### src/rtl/fib_rr_arbiter.sv
// Round-robin arbiter that lends a single Fibonacci unit (soc/eoc) to two requesters.
// Operands and results each use a dav_/rfd handshake, and one computation is in flight at a time.
module fib_rr_arbiter #(
  parameter int W_N = 8,
  parameter int W_F = 32
) (
  input  logic           clock,
  input  logic           reset,
  input  logic           dav_req0_,
  input  logic [W_N-1:0] n0,
  output logic           rfd_req0,
  input  logic           dav_req1_,
  input  logic [W_N-1:0] n1,
  output logic           rfd_req1,
  output logic [W_F-1:0] out0,
  output logic           dav_out0_,
  input  logic           rfd_out0,
  output logic [W_F-1:0] out1,
  output logic           dav_out1_,
  input  logic           rfd_out1,
  output logic           soc,
  input  logic           eoc,
  output logic [W_N-1:0] n_u,
  input  logic [W_F-1:0] f_u
);

  typedef enum logic [2:0] {
    S_ARB  = 3'd0,
    S_WDAV = 3'd1,
    S_WSOC = 3'd2,
    S_WEOC = 3'd3,
    S_OUT  = 3'd4,
    S_OUTR = 3'd5
  } state_t;

  state_t         state_q, state_d;
  logic           owner_q, owner_d;
  logic           last_q, last_d;
  logic           soc_q, soc_d;
  logic [W_N-1:0] n_u_q, n_u_d;
  logic [1:0]     rfd_req_q, rfd_req_d;
  logic [1:0]     dav_out_q, dav_out_d;
  logic [W_F-1:0] out0_q, out0_d;
  logic [W_F-1:0] out1_q, out1_d;

  logic grant_s;
  logic owner_dav_s;
  logic owner_rfd_out_s;

  // Tie goes to the requester that did not win last time.
  always_comb begin
    grant_s = 1'b0;
    if (!dav_req0_ && !dav_req1_) begin
      grant_s = ~last_q;
    end else if (!dav_req1_) begin
      grant_s = 1'b1;
    end else begin
      grant_s = 1'b0;
    end
  end

  assign owner_dav_s     = owner_q ? dav_req1_ : dav_req0_;
  assign owner_rfd_out_s = owner_q ? rfd_out1 : rfd_out0;

  // Next-state and registered-output logic.
  always_comb begin
    state_d   = state_q;
    owner_d   = owner_q;
    last_d    = last_q;
    soc_d     = soc_q;
    n_u_d     = n_u_q;
    rfd_req_d = rfd_req_q;
    dav_out_d = dav_out_q;
    out0_d    = out0_q;
    out1_d    = out1_q;
    case (state_q)
      S_ARB: begin
        if (!dav_req0_ || !dav_req1_) begin
          owner_d            = grant_s;
          last_d             = grant_s;
          n_u_d              = grant_s ? n1 : n0;
          rfd_req_d[grant_s] = 1'b0;
          state_d            = S_WDAV;
        end else begin
          state_d = S_ARB;
        end
      end
      S_WDAV: begin
        if (owner_dav_s) begin
          rfd_req_d[owner_q] = 1'b1;
          soc_d              = 1'b1;
          state_d            = S_WSOC;
        end else begin
          state_d = S_WDAV;
        end
      end
      S_WSOC: begin
        if (!eoc) begin
          soc_d   = 1'b0;
          state_d = S_WEOC;
        end else begin
          state_d = S_WSOC;
        end
      end
      S_WEOC: begin
        if (eoc) begin
          if (owner_q) begin
            out1_d = f_u;
          end else begin
            out0_d = f_u;
          end
          state_d = S_OUT;
        end else begin
          state_d = S_WEOC;
        end
      end
      S_OUT: begin
        // dav_out_ is still high only in the entry cycle, so the consumer's rfd is looked at from the next cycle.
        if (dav_out_q[owner_q]) begin
          dav_out_d[owner_q] = 1'b0;
        end else if (!owner_rfd_out_s) begin
          dav_out_d[owner_q] = 1'b1;
          state_d            = S_OUTR;
        end else begin
          state_d = S_OUT;
        end
      end
      S_OUTR: begin
        if (owner_rfd_out_s) begin
          state_d = S_ARB;
        end else begin
          state_d = S_OUTR;
        end
      end
      default: begin
        state_d = S_ARB;
      end
    endcase
  end

  // State and output registers.
  always_ff @(posedge clock or posedge reset) begin
    if (reset) begin
      state_q   <= S_ARB;
      owner_q   <= 1'b0;
      last_q    <= 1'b1;
      soc_q     <= 1'b0;
      n_u_q     <= {W_N{1'b0}};
      rfd_req_q <= 2'b11;
      dav_out_q <= 2'b11;
      out0_q    <= {W_F{1'b0}};
      out1_q    <= {W_F{1'b0}};
    end else begin
      state_q   <= state_d;
      owner_q   <= owner_d;
      last_q    <= last_d;
      soc_q     <= soc_d;
      n_u_q     <= n_u_d;
      rfd_req_q <= rfd_req_d;
      dav_out_q <= dav_out_d;
      out0_q    <= out0_d;
      out1_q    <= out1_d;
    end
  end

  assign rfd_req0  = rfd_req_q[0];
  assign rfd_req1  = rfd_req_q[1];
  assign dav_out0_ = dav_out_q[0];
  assign dav_out1_ = dav_out_q[1];
  assign out0      = out0_q;
  assign out1      = out1_q;
  assign soc       = soc_q;
  assign n_u       = n_u_q;

endmodule

### config.mk
export PLATFORM = sky130hd
export DESIGN_NAME = fib_rr_arbiter
export DESIGN_NICKNAME = d
export VERILOG_FILES = /design/src/rtl/fib_rr_arbiter.sv
export SDC_FILE = /design/constraint.sdc
export NUM_CORES = 1
export LEC_CHECK = 0
export BUFFER_PORTS_ARGS = -buffer_cell sky130_fd_sc_hd__buf_2
export CORE_MARGIN = 4
export CORE_UTILIZATION = 45
export DETAILED_ROUTE_END_ITERATION = 6
export PLACE_DENSITY = 0.85
export SYNTH_ARGS = -nofsm -noshare
export SYNTH_HDL_FRONTEND = slang
export SYNTH_SLANG_ARGS = --single-unit
### constraint.sdc
create_clock -name clock -period 4.4 [get_ports clock]
set_clock_uncertainty 0.1 [all_clocks]
set_input_delay 1.1 -clock clock [delete_from_list [all_inputs] [get_ports clock]]
set_output_delay 1.1 -clock clock [all_outputs]
set_load 0.005 [all_outputs]
Word level (Yosys, flattened, before mapping)
Index checks and enable logic that the tools add are counted.

word-level totals
  register bits = 82
  input port bits = 55
  word-level logic and storage cells = 73

cells by class
  order comparisons = 4
  equality and inequality tests = 10
  multiplexer cells = 27
  bitwise logic cells = 8
  reduce and logical (&&, ||, !) cells = 15

operators with widths
  kind                number
  $pmux 3 s6          1
  $mux 1              13
  $reduce_and 3->1    4
  $mux 2              5
  $mux 3              3
  $mux 8              1
  $ne 2x2->1 const B  4
  $eq 3x2->1 const B  2
  $eq 3x3->1 const B  2
  $and 2x2->2         2
  $lt 1x2->1 const B  2
  $not 2->2           2
  $or 2x2->2          2
  $pmux 2 s2          1
  $reduce_and 2->1    2
  $reduce_bool 2->1   2
  $eq 3x1->1 const B  1
  $logic_and 1x1->1   3
  $logic_not 3->1     1
  $demux 1 s1         2
  $ge 1x1->1 const B  2
  $logic_not 1->1     2
  $ne 2x1->1 const B  1
  $not 1->1           2
  other kinds (2)     2

Longest topological paths before layout
Gate-level depths: netlist (run 1).

  word-level depth = 11
  depth in mapped cells = 6

Worst setup path after synthesis (run 1)
OpenSTA, ideal clock, no wires.

  kind = input -> register
  start point = input eoc
  end point = register out0_q[13] (netlist: out0[13])
  arrival = 1.959 ns
  data required time = 4.175 ns
  slack = 2.216 ns
  stages = 4
  buffers on the path = 1
  cell sequence = nand3_2 -> nor3_2 -> buf_4 -> mux2_2

between the ends
  longest elaborated chain between the ends = 1

ends and longest elaborated chain
  item                               RTL line  RTL
  start: declaration                 22        input logic eoc,
  $reduce_and 3->1 (no source line)  n/a
  end signal: assignment             151       out0_q <= {W_F{1'b0}};
  end signal: assignment             161       out0_q <= out0_d;
  end: declaration                   43        logic [W_F-1:0] out0_q, out0_d;

No other way between the ends.
A chain may end at the register's enable or synchronous reset.

Worst setup path in the final report (run 1)
  start point = input dav_req0_
  end point = register n_u_q[7] (netlist: n_u[7])

between the ends
  longest elaborated chain between the ends = 4

ends and longest elaborated chain
  item                    RTL line  RTL
  start: declaration      9         input logic dav_req0_,
  $logic_not 1->1 (*)     53, 78
  $logic_and 1x1->1       53        if (!dav_req0_ && !dav_req1_) begin
  $mux 1                  53
  $mux 8                  81        n_u_d = grant_s ? n1 : n0;
  end signal: assignment  148       n_u_q <= {W_N{1'b0}};
  end signal: assignment  158       n_u_q <= n_u_d;
  end: declaration        40        logic [W_N-1:0] n_u_q, n_u_d;

Mark *: on every way between the ends. The rest lies on a longest branch, timed or not.

==> metrics.txt, run 1 <==
Max Fanout on Critical Path=10; Die ar.=8810 sq um; root buffer cell=clkbuf_8; Finish-stage setup viols=0; PD cells=711 nW/um^2; FP Rows=31; Async S/R FF share, synth=100%; CTS tree=built; postcts setup bufs=0; Slew headroom=roughly a quarter; clk slew on worst S/H paths=roughly 0.080 ns; status=finished clean; # resized after CTS=0; CTS Sinks=between 80 and 90; Max Clk Rate=between 400 and 500 MHz; Ports=about 130; Die Wd=93.9 microns; Crit-path slowest cell=a21oi_1; number of port buffers=131; hold_buf cts=0; initial antenna violation count=0; placed insts=448; Inserted Clock Buffers=9; DRC violations left=0; Seq cells post-synth=82; vias in the first global route=2326; largest net degree at the start of global routing=67; final antenna diode count=0; Setup CP Type=in2reg; Placement Setup Slack=1.60 ns; Mapped Nets=281; sum of buffers and inverters on the critical path=2; RSZ-0062 raised after global routing=false; Via Count=2280; Pins Over Slew Limit=0; IR drop worst, VDD=0.358 mV; Final Hold Fails=0; post-synthesis cell area=3320 sq um; Routed Wire Length=6800 microns; commonest non-fill, non-tap cell in the layout=buf_2; Initial Util=46.0%; crit start category=input pin; area delta synth->final=28.8%; grt ovf=0; Vias/cell=4.92; Synth Warn #=0; post-DR wirelength/cell=14.7 microns; Unique masters post-synth=29; leak pwr=0.00211 uW; Max clock buf depth=2; cells after synthesis=~230; H-tree Lvls=3; Least-Margin Pin Slew=between 1 and 1.5 ns; Die H=around 94 microns; internal reg-to-reg setup slack=2.31 ns; register area share after synthesis=62.0%; gpl congestion=roughly 0.76; 1st-pass router iterations=4; Final Non-Filler Cells=463; ys flop type=dfrtp_1; hold slack=0.401 ns; Final nets=415; first-pass GRT wire length=10800 microns; CP arrival=2.53 ns; crit path time final=2.42 ns; Hold Path Class=reg2reg; cells along the critical path=buf_2 > inv_1 > a21oi_1 > mux2i_1 > a21oi_2; total global routing track utilization=15.7%; final period utilization=55.1%; final worst setup slack=1.98 ns; CP max stage delay=0.85 ns; final setup TNS=0 ns; number of max-cap violations=0; WP data required=4.50 ns; EDFF count, synth=0; core area=7210 sq um; latest clock arrival within the worst-skew pair=approximately 0.33 ns; hpwl dp=roughly 5000 microns; most frequent cells in the layout=buf_2, dfrtp_1, mux2_2; Synth Area per Inst=approximately 15 sq um; share of cells above drive strength 1=62.4%; number of routed nets with antenna violations=0; DRC violation total after the first TritonRoute iteration=42; crit-path leading delay family=compound AO/OA/AOI/OAI gates; CP endpoint kind=register
-- sequential cells by signal, summed over array words and instances (netlist names), named ones only --
name / flops
last_q: 1
n_u: 8
out0: 32
out1: 32
owner_q: 1
rfd_req_q: 2
soc: 1
state_q: 3
-- cells by family after synthesis --
family,count (synthesis),synth area share (%)
AO/OA/AOI/OAI,24,4.86
buffers and inverters,17,3.36
flip-flops,82,62.0
multiplexers,77,25.8
AND/OR/NAND/NOR,26,3.96
-- per-layer routing --
layer	track usage, %	up-vias	routed length [microns]
li1	-	1063	-
met1	18.8	1118	2720
met2	26.4	90	3420
met3	4.33	9	566
met4	6.86	0	86
met5	0	-	0
-- stage by stage --
stage	power, uW	instance area [sq um]	util, %
after floorplan	1950	3320	-
after global placement	2380	4040	55.9
after detailed placement	2440	4040	55.9
after CTS	3090	4270	59.2
after global routing	3260	4270	59.2
final	3040	4270	59.2
-- cell usage after synthesis (2+ instances only) --
cell type,instances,area share (%)
a22o_1,2,0.53
buf_6,4,1.4
inv_1,7,0.79
dfstp_2,5,4.0
nor4_1,2,0.38
nor2_1,12,1.4
o21ai_0,5,0.75
nand2_1,5,0.57
mux2_1,2,0.68
a21oi_1,9,1.4
dfrtp_1,77,58
buf_2,2,0.30
mux2i_1,9,2.7
buf_4,4,0.91
mux2_2,66,22
o31ai_1,2,0.45
-- report_power, final --
part           switching (uW)  internal (uW)  total [uW]  leakage [uW]
Clock                     265            377         642      0.000116
Combinational             438            601        1040       0.00101
Sequential                220           1140        1360      0.000980
-- final timing paths --
check | cells past startpoint | startpoint | to
setup / recovery | 5 | dav_req0_ | n_u[7]$_DFFE_PP0P_
hold / removal | 1 | out1[24]$_DFFE_PP0P_ | out1[24]$_DFFE_PP0P_
setup reg to reg | 4 | state_q[0]$_DFFE_PP0P_ | out1[27]$_DFFE_PP0P_
hold reg to reg | 1 | out1[24]$_DFFE_PP0P_ | out1[24]$_DFFE_PP0P_
max in group asynchronous | 3 | reset | out1[8]$_DFFE_PP0P_
min in group asynchronous | 2 | reset | out1[5]$_DFFE_PP0P_
-- worst register-to-register path: cells and delay by family, from the launching register on --
| family | cells | cell delay [ns] |
|---|---|---|
| mux | 1 | 0.54 |
| flops | 1 | 0.53 |
| simple gates | 3 | 0.79 |
-- area by class of cell --
class                           instances  area, sq um
Clock inverter                          6          115
Inverter                                7         27.5
Multi-Input combinational cell        127         1150
Sequential cell                        82         2060
Clock buffer                            9          124
Tap cell                               99          124
Timing Repair Buffer                  133          671
Fill cell                             617         2940
Note: power is estimated with default switching activity, not from simulation.
==> run 2, diff against run 1 <==
Settings changed: ABC_AREA set to 1, PLACE_DENSITY 0.85 to 0.83.
Clock period 4.4 ns to 2.4 ns, I/O delays scaled along.
==> run 2 against run 1 <==
Against the previous run:
- register-to-register slack worse by 1.7 ns
- count of clock-buffer cells in the layout unchanged
- combinational power increased by 110%
- cell count rose by 31%
- flip-flop and latch count did not move
- setup slack worse by 1.4 ns
- via count increased by 27%
- synthesized cell count rose by 62%
- sequential share of layout area shrank 3.9 points
- design area increased by 8.9%
- largest power group unchanged
==> metrics.txt, run 2 <==
hold_buf cts=0; commonest non-fill, non-tap cell in the layout=buf_2; Pins Over Slew Limit=0; Hold Path Class=in2async; FP Rows=32; crit path time final=1.80 ns; WL met2=4290 microns; Final nets=between 500 and 600; first-pass GRT wire length=13900 microns; area delta synth->final=25.4%; Least-Margin Pin Slew=0.425 ns; number of port buffers=131; Routed Wire Length=~8400 microns; reg2reg path depth=5; H-tree Lvls=3; post-synthesis mux area share=0%; RSZ-0062 raised after global routing=false; 1st-pass router iterations=4; Adder-Cell Fraction of Synth Area=0%; IR drop worst, VDD=~0.54 mV; Max Clk Rate=approximately 550 MHz; hold slack=0.269 ns; cells after synthesis=366; post-synthesis xor/xnor area fraction=0%; most frequent cell after synthesis=dfrtp_1; post-synthesis compound-gate area fraction=18.8%; clk slew on worst S/H paths=0.09 ns; top-area cell type share of the netlist area=51.9%; Synth Warn #=0; # resized after CTS=0; Max Fanout on Critical Path=20; post-synth top area cell=dfrtp_1; Inserted Clock Buffers=9; Mapped Nets=421; max layer used=met4; Initial Util=47.1%; Slew headroom=71.7%; CTS Sinks=82; Die Wd=98.8 microns; Synth top cells by count=dfrtp_1, nand2_1, o21ai_2; Unique masters post-synth=17; latest clock arrival within the worst-skew pair=0.34 ns; Worst Setup SP=owner_q$_DFFE_PP0P_; number of routed nets with antenna violations=0; final period utilization=75.2%; share of cells above drive strength 1=52.2%; WP data required=2.56 ns; Post-DP Area=4430 sq um; CP endpoint kind=register; Total Power=5780 uW; Async S/R FF share, synth=100%; routed length on met1=3450 microns; DRC violations left=0; Final Hold Fails=0; post-synthesis cell area=around 3700 sq um; CTS tree=built; register area share after synthesis=a little under three fifths; Post-Synth Simple-Gate Area=17.0%; post-DR wirelength/cell=13.8 microns; final antenna diode count=0; number of max-cap violations=0; Reg-to-Reg Start=owner_q$_DFFE_PP0P_; root buffer cell=clkbuf_8; largest net degree at the start of global routing=83; Max clock buf depth=2; Die H=around 99 microns; final std cell area, no fill=4650 sq um; routed wl met3=about 400 microns; Seq cells post-synth=82; Finish-stage setup viols=0; ys flop type=dfrtp_1; Die ar.=9770 sq um; largest family of logic cells by synthesized area=compound AO/OA/AOI/OAI gates; Setup CP Type=reg2reg; DRC violation total after the first TritonRoute iteration=87; CP arrival=1.97 ns; EDFF count, synth=0; Ports=between 100 and 150; initial antenna violation count=0; core area=7890 sq um; Reg area=2060 sq um; leak pwr=~0.0025 uW; Vias/cell=4.77; vias in the first global route=2931; crit start category=register; R2R Path End=out0[8]$_DFFE_PP0P_; status=finished clean; final setup TNS=0 ns; postcts setup bufs=0; fill cell count=702; most frequent cells in the layout=buf_2, dfrtp_1, nand2_1; gpl congestion=0.862; hpwl dp=6170 microns; PD cells=about 1200 nW/um^2; Multi-input gate area=1330 sq um; internal reg-to-reg setup slack=0.60 ns; CP Capture Point=out0[8]$_DFFE_PP0P_; total global routing track utilization=17.4%; grt ovf=0; end-of-flow core utilization=59.0%; Synth Area per Inst=10.1 sq um; synth top area cells=dfrtp_1, o21ai_2, nand2_1; Via Count=2889
run 2: changes by cell type after synthesis, sizes merged, moves of 8 or more:
cell	before	now
nand2	6	104
mux2i	9	0
a21oi	11	3
inv	7	46
mux2	68	0
o21ai	5	87
run 2: logic make-up (layout without fill, tap and decap cells):
kind of cell | count (synthesis) | after routing
simple gates | 131 | 131
compound gates | 91 | 91
flops | 82 | 82
buf+inv | 62 | 200
run 2: report_power, final:
| part | total, uW | leakage (uW) | switching (uW) | internal (uW) |
|---|---|---|---|---|
| sequential | 2460 | 0.00103 | 426 | 2030 |
| clock | 1120 | 0.000111 | 522 | 596 |
| combinational | 2200 | 0.00140 | 1190 | 1020 |
| total | 5780 | 0.00254 | 2130 | 3640 |
run 2: per-stage QoR:
stage / std cells / worst slack (ns)
final: 606 / 0.596
after global routing: 606 / 0.481
after CTS: 606 / 0.608
after detailed placement: 590 / 0.611
after global placement: 590 / 0.646
after floorplan: 366 / 0.766
run 2: cell type report:
class                   instances  share of cell area (%)
repair buffers                137                    15.9
inverters                      47                    3.87
clock buffers                   9                    2.66
clock inverters                 7                    2.12
well taps                     102                    2.74
multi-input cells             222                    28.5
flip-flops and latches         82                    44.2
run 2: worst min-delay path by stage:
| stage | to | slack (ns) | cells past startpoint |
|---|---|---|---|
| floorplan | last_q$_DFFE_PP1P_ | 0.35 | 2 |
| global placement | soc$_DFFE_PP0P_ | 0.36 | 2 |
| detailed placement | soc$_DFFE_PP0P_ | 0.36 | 2 |
| CTS | out0[28]$_DFFE_PP0P_ | 0.29 | 3 |
| global route | out1[28]$_DFFE_PP0P_ | 0.29 | 3 |
| finish | n_u[4]$_DFFE_PP0P_ | 0.27 | 3 |
run 2: worst max-delay path: stages, from the launching register on:
cell and delay [ns]:
dfrtp_1 0.57, inv_1 0.22, nand3_4 0.31, buf_4 0.37
nand2_2 0.08, o21ai_2 0.07
run 2: layer usage:
layer	vias to the layer above	track usage, %
met5	-	0
met4	0	8.19
met3	20	2.26
met2	97	29.9
met1	1344	21.6
li1	1428	-
==> run 3, diff against run 2 <==
Clock period 2.4 ns to 1.84 ns, I/O delays scaled along.
==> run 3 against run 2 <==
Against the previous run:
- critical path depth stayed put
- combinational power is 30% higher
- count of clock-buffer cells in the layout is 2 higher
- utilization is 0.44 points lower
- design area is 0.75% lower
- cell count is 0.17% lower
- sequential power is 30% higher
- hold slack worse by 0.14 ns
- maximum frequency is 8.5% higher
- via count is 0.10% higher
==> metrics.txt, run 3 (synthesized netlist as in run 2, its figures left out) <==
CP endpoint kind=register; clk slew on worst S/H paths=~0.08 ns; Ports=roughly 130; Vias/cell=roughly 4.8; total global routing track utilization=17.8%; hpwl dp=6100 microns; initial antenna violation count=0; most frequent cells in the layout=buf_2, dfrtp_1, nand2_1; Reg area=slightly above 2000 sq um; root buffer cell=clkbuf_8; Final nets=553; end-of-flow core utilization=slightly below 60%; PD cells=1590 nW/um^2; cells along the critical path=inv_1 > nand3_4 > buf_12 > nand2_1 > o21ai_2; # resized after CTS=0; Hold Path Class=in2async; WP data required=2.00 ns; CP max stage delay=between 0.5 and 0.6 ns; final antenna diode count=0; Least-Margin Pin Slew=0.442 ns; Max Fanout on Critical Path=64; Final Hold Fails=0; final period utilization=90.4%; Pins Over Slew Limit=0; Die Wd=98.8 microns; share of cells above drive strength 1=between 50 and 60%; Initial Util=47.1%; Multi-input gate area=1330 sq um; gpl congestion=0.881; CTS Sinks=82; DRC violations left=0; commonest non-fill, non-tap cell in the layout=buf_2; area delta synth->final=24.4%; Max Clk Rate=roughly 600 MHz; Finish-stage setup viols=0; largest net degree at the start of global routing=83; final std cell area, no fill=4620 sq um; internal reg-to-reg setup slack=0.18 ns; Die ar.=about 9800 sq um; fill cell count=687; FP Rows=32; Max clock buf depth=2; 1st-pass router iterations=4; crit start category=register; Slew headroom=70.5%; Post-DP Area=4420 sq um; Die H=98.8 microns; RSZ-0062 raised after global routing=false; vias in the first global route=2914; hold_buf cts=0; crit path time final=1.66 ns; latest clock arrival within the worst-skew pair=around 0.33 ns; Routed Wire Length=between 8000 and 9000 microns; DRC violation total after the first TritonRoute iteration=160; status=finished clean; Total Power=7340 uW; CP arrival=1.82 ns; number of max-cap violations=0; grt ovf=0; Inserted Clock Buffers=9; first-pass GRT wire length=14200 microns; H-tree Lvls=3; Via Count=2892; postcts setup bufs=0; number of port buffers=131; IR drop worst, VDD=0.650 mV; post-DR wirelength/cell=13.8 microns; Crit-path slowest cell=dfrtp_1; number of routed nets with antenna violations=0; leak pwr=about 0.0025 uW; core area=just under 8000 sq um; CTS tree=built; Setup CP Type=reg2reg; final setup TNS=0 ns
==> run 3: final cells by class <==
type | instances | area share (%)
Clock buffer | 11 | 3.06
Clock inverter | 5 | 1.16
Inverter | 47 | 3.90
Sequential cell | 82 | 44.6
Tap cell | 102 | 2.76
Multi-Input combinational cell | 222 | 28.7
Timing Repair Buffer | 136 | 15.8
==> run 3: critical path: cells and delay by family (launching register included) <==
kind	cells	cell delay [ns]
DFF	1	0.57
buffers and inverters	2	0.56
and+or+nand+nor	2	0.27
AOI/OAI and AO/OA	1	0.08
==> run 3: per-layer routing <==
layer | share of wire (%) | vias up | GRT usage (%)
li1 | - | 1424 | -
met1 | 41 | 1365 | 22.9
met2 | 53 | 90 | 30.7
met3 | 4.8 | 13 | 2.19
met4 | 1.6 | 0 | 6.72
met5 | 0 | - | 0
==> run 3: worst paths after layout <==
kind	start	to	depth (start not counted)
hold reg to reg	last_q$_DFFE_PP1P_	last_q$_DFFE_PP1P_	2
setup / recovery	owner_q$_DFFE_PP0P_	out0[22]$_DFFE_PP0P_	5
min in group clock	f_u[14]	out0[14]$_DFFE_PP0P_	3
setup reg to reg	owner_q$_DFFE_PP0P_	out0[22]$_DFFE_PP0P_	5
max in group asynchronous	reset	out0[25]$_DFFE_PP0P_	3
hold / removal	reset	out0[28]$_DFFE_PP0P_	3
==> run 3: power breakdown <==
part | leakage, uW | switching, uW | total, uW | internal, uW
combinational | 0.00140 | 1530 | 2850 | 1320
sequential | 0.00103 | 557 | 3210 | 2650
clock | 0.000103 | 619 | 1280 | 661
total | 0.00253 | 2710 | 7340 | 4630
==> run 3: through the flow <==
step | setup slack, ns | instances | hold WS (ns)
2_1_floorplan | 0.346 | 366 | 0.347
3_3_place_gp | 0.288 | 589 | 0.355
3_5_place_dp | 0.216 | 589 | 0.365
4_1_cts | 0.188 | 605 | 0.142
5_1_grt | 0.0560 | 605 | 0.168
6_report | 0.177 | 605 | 0.130
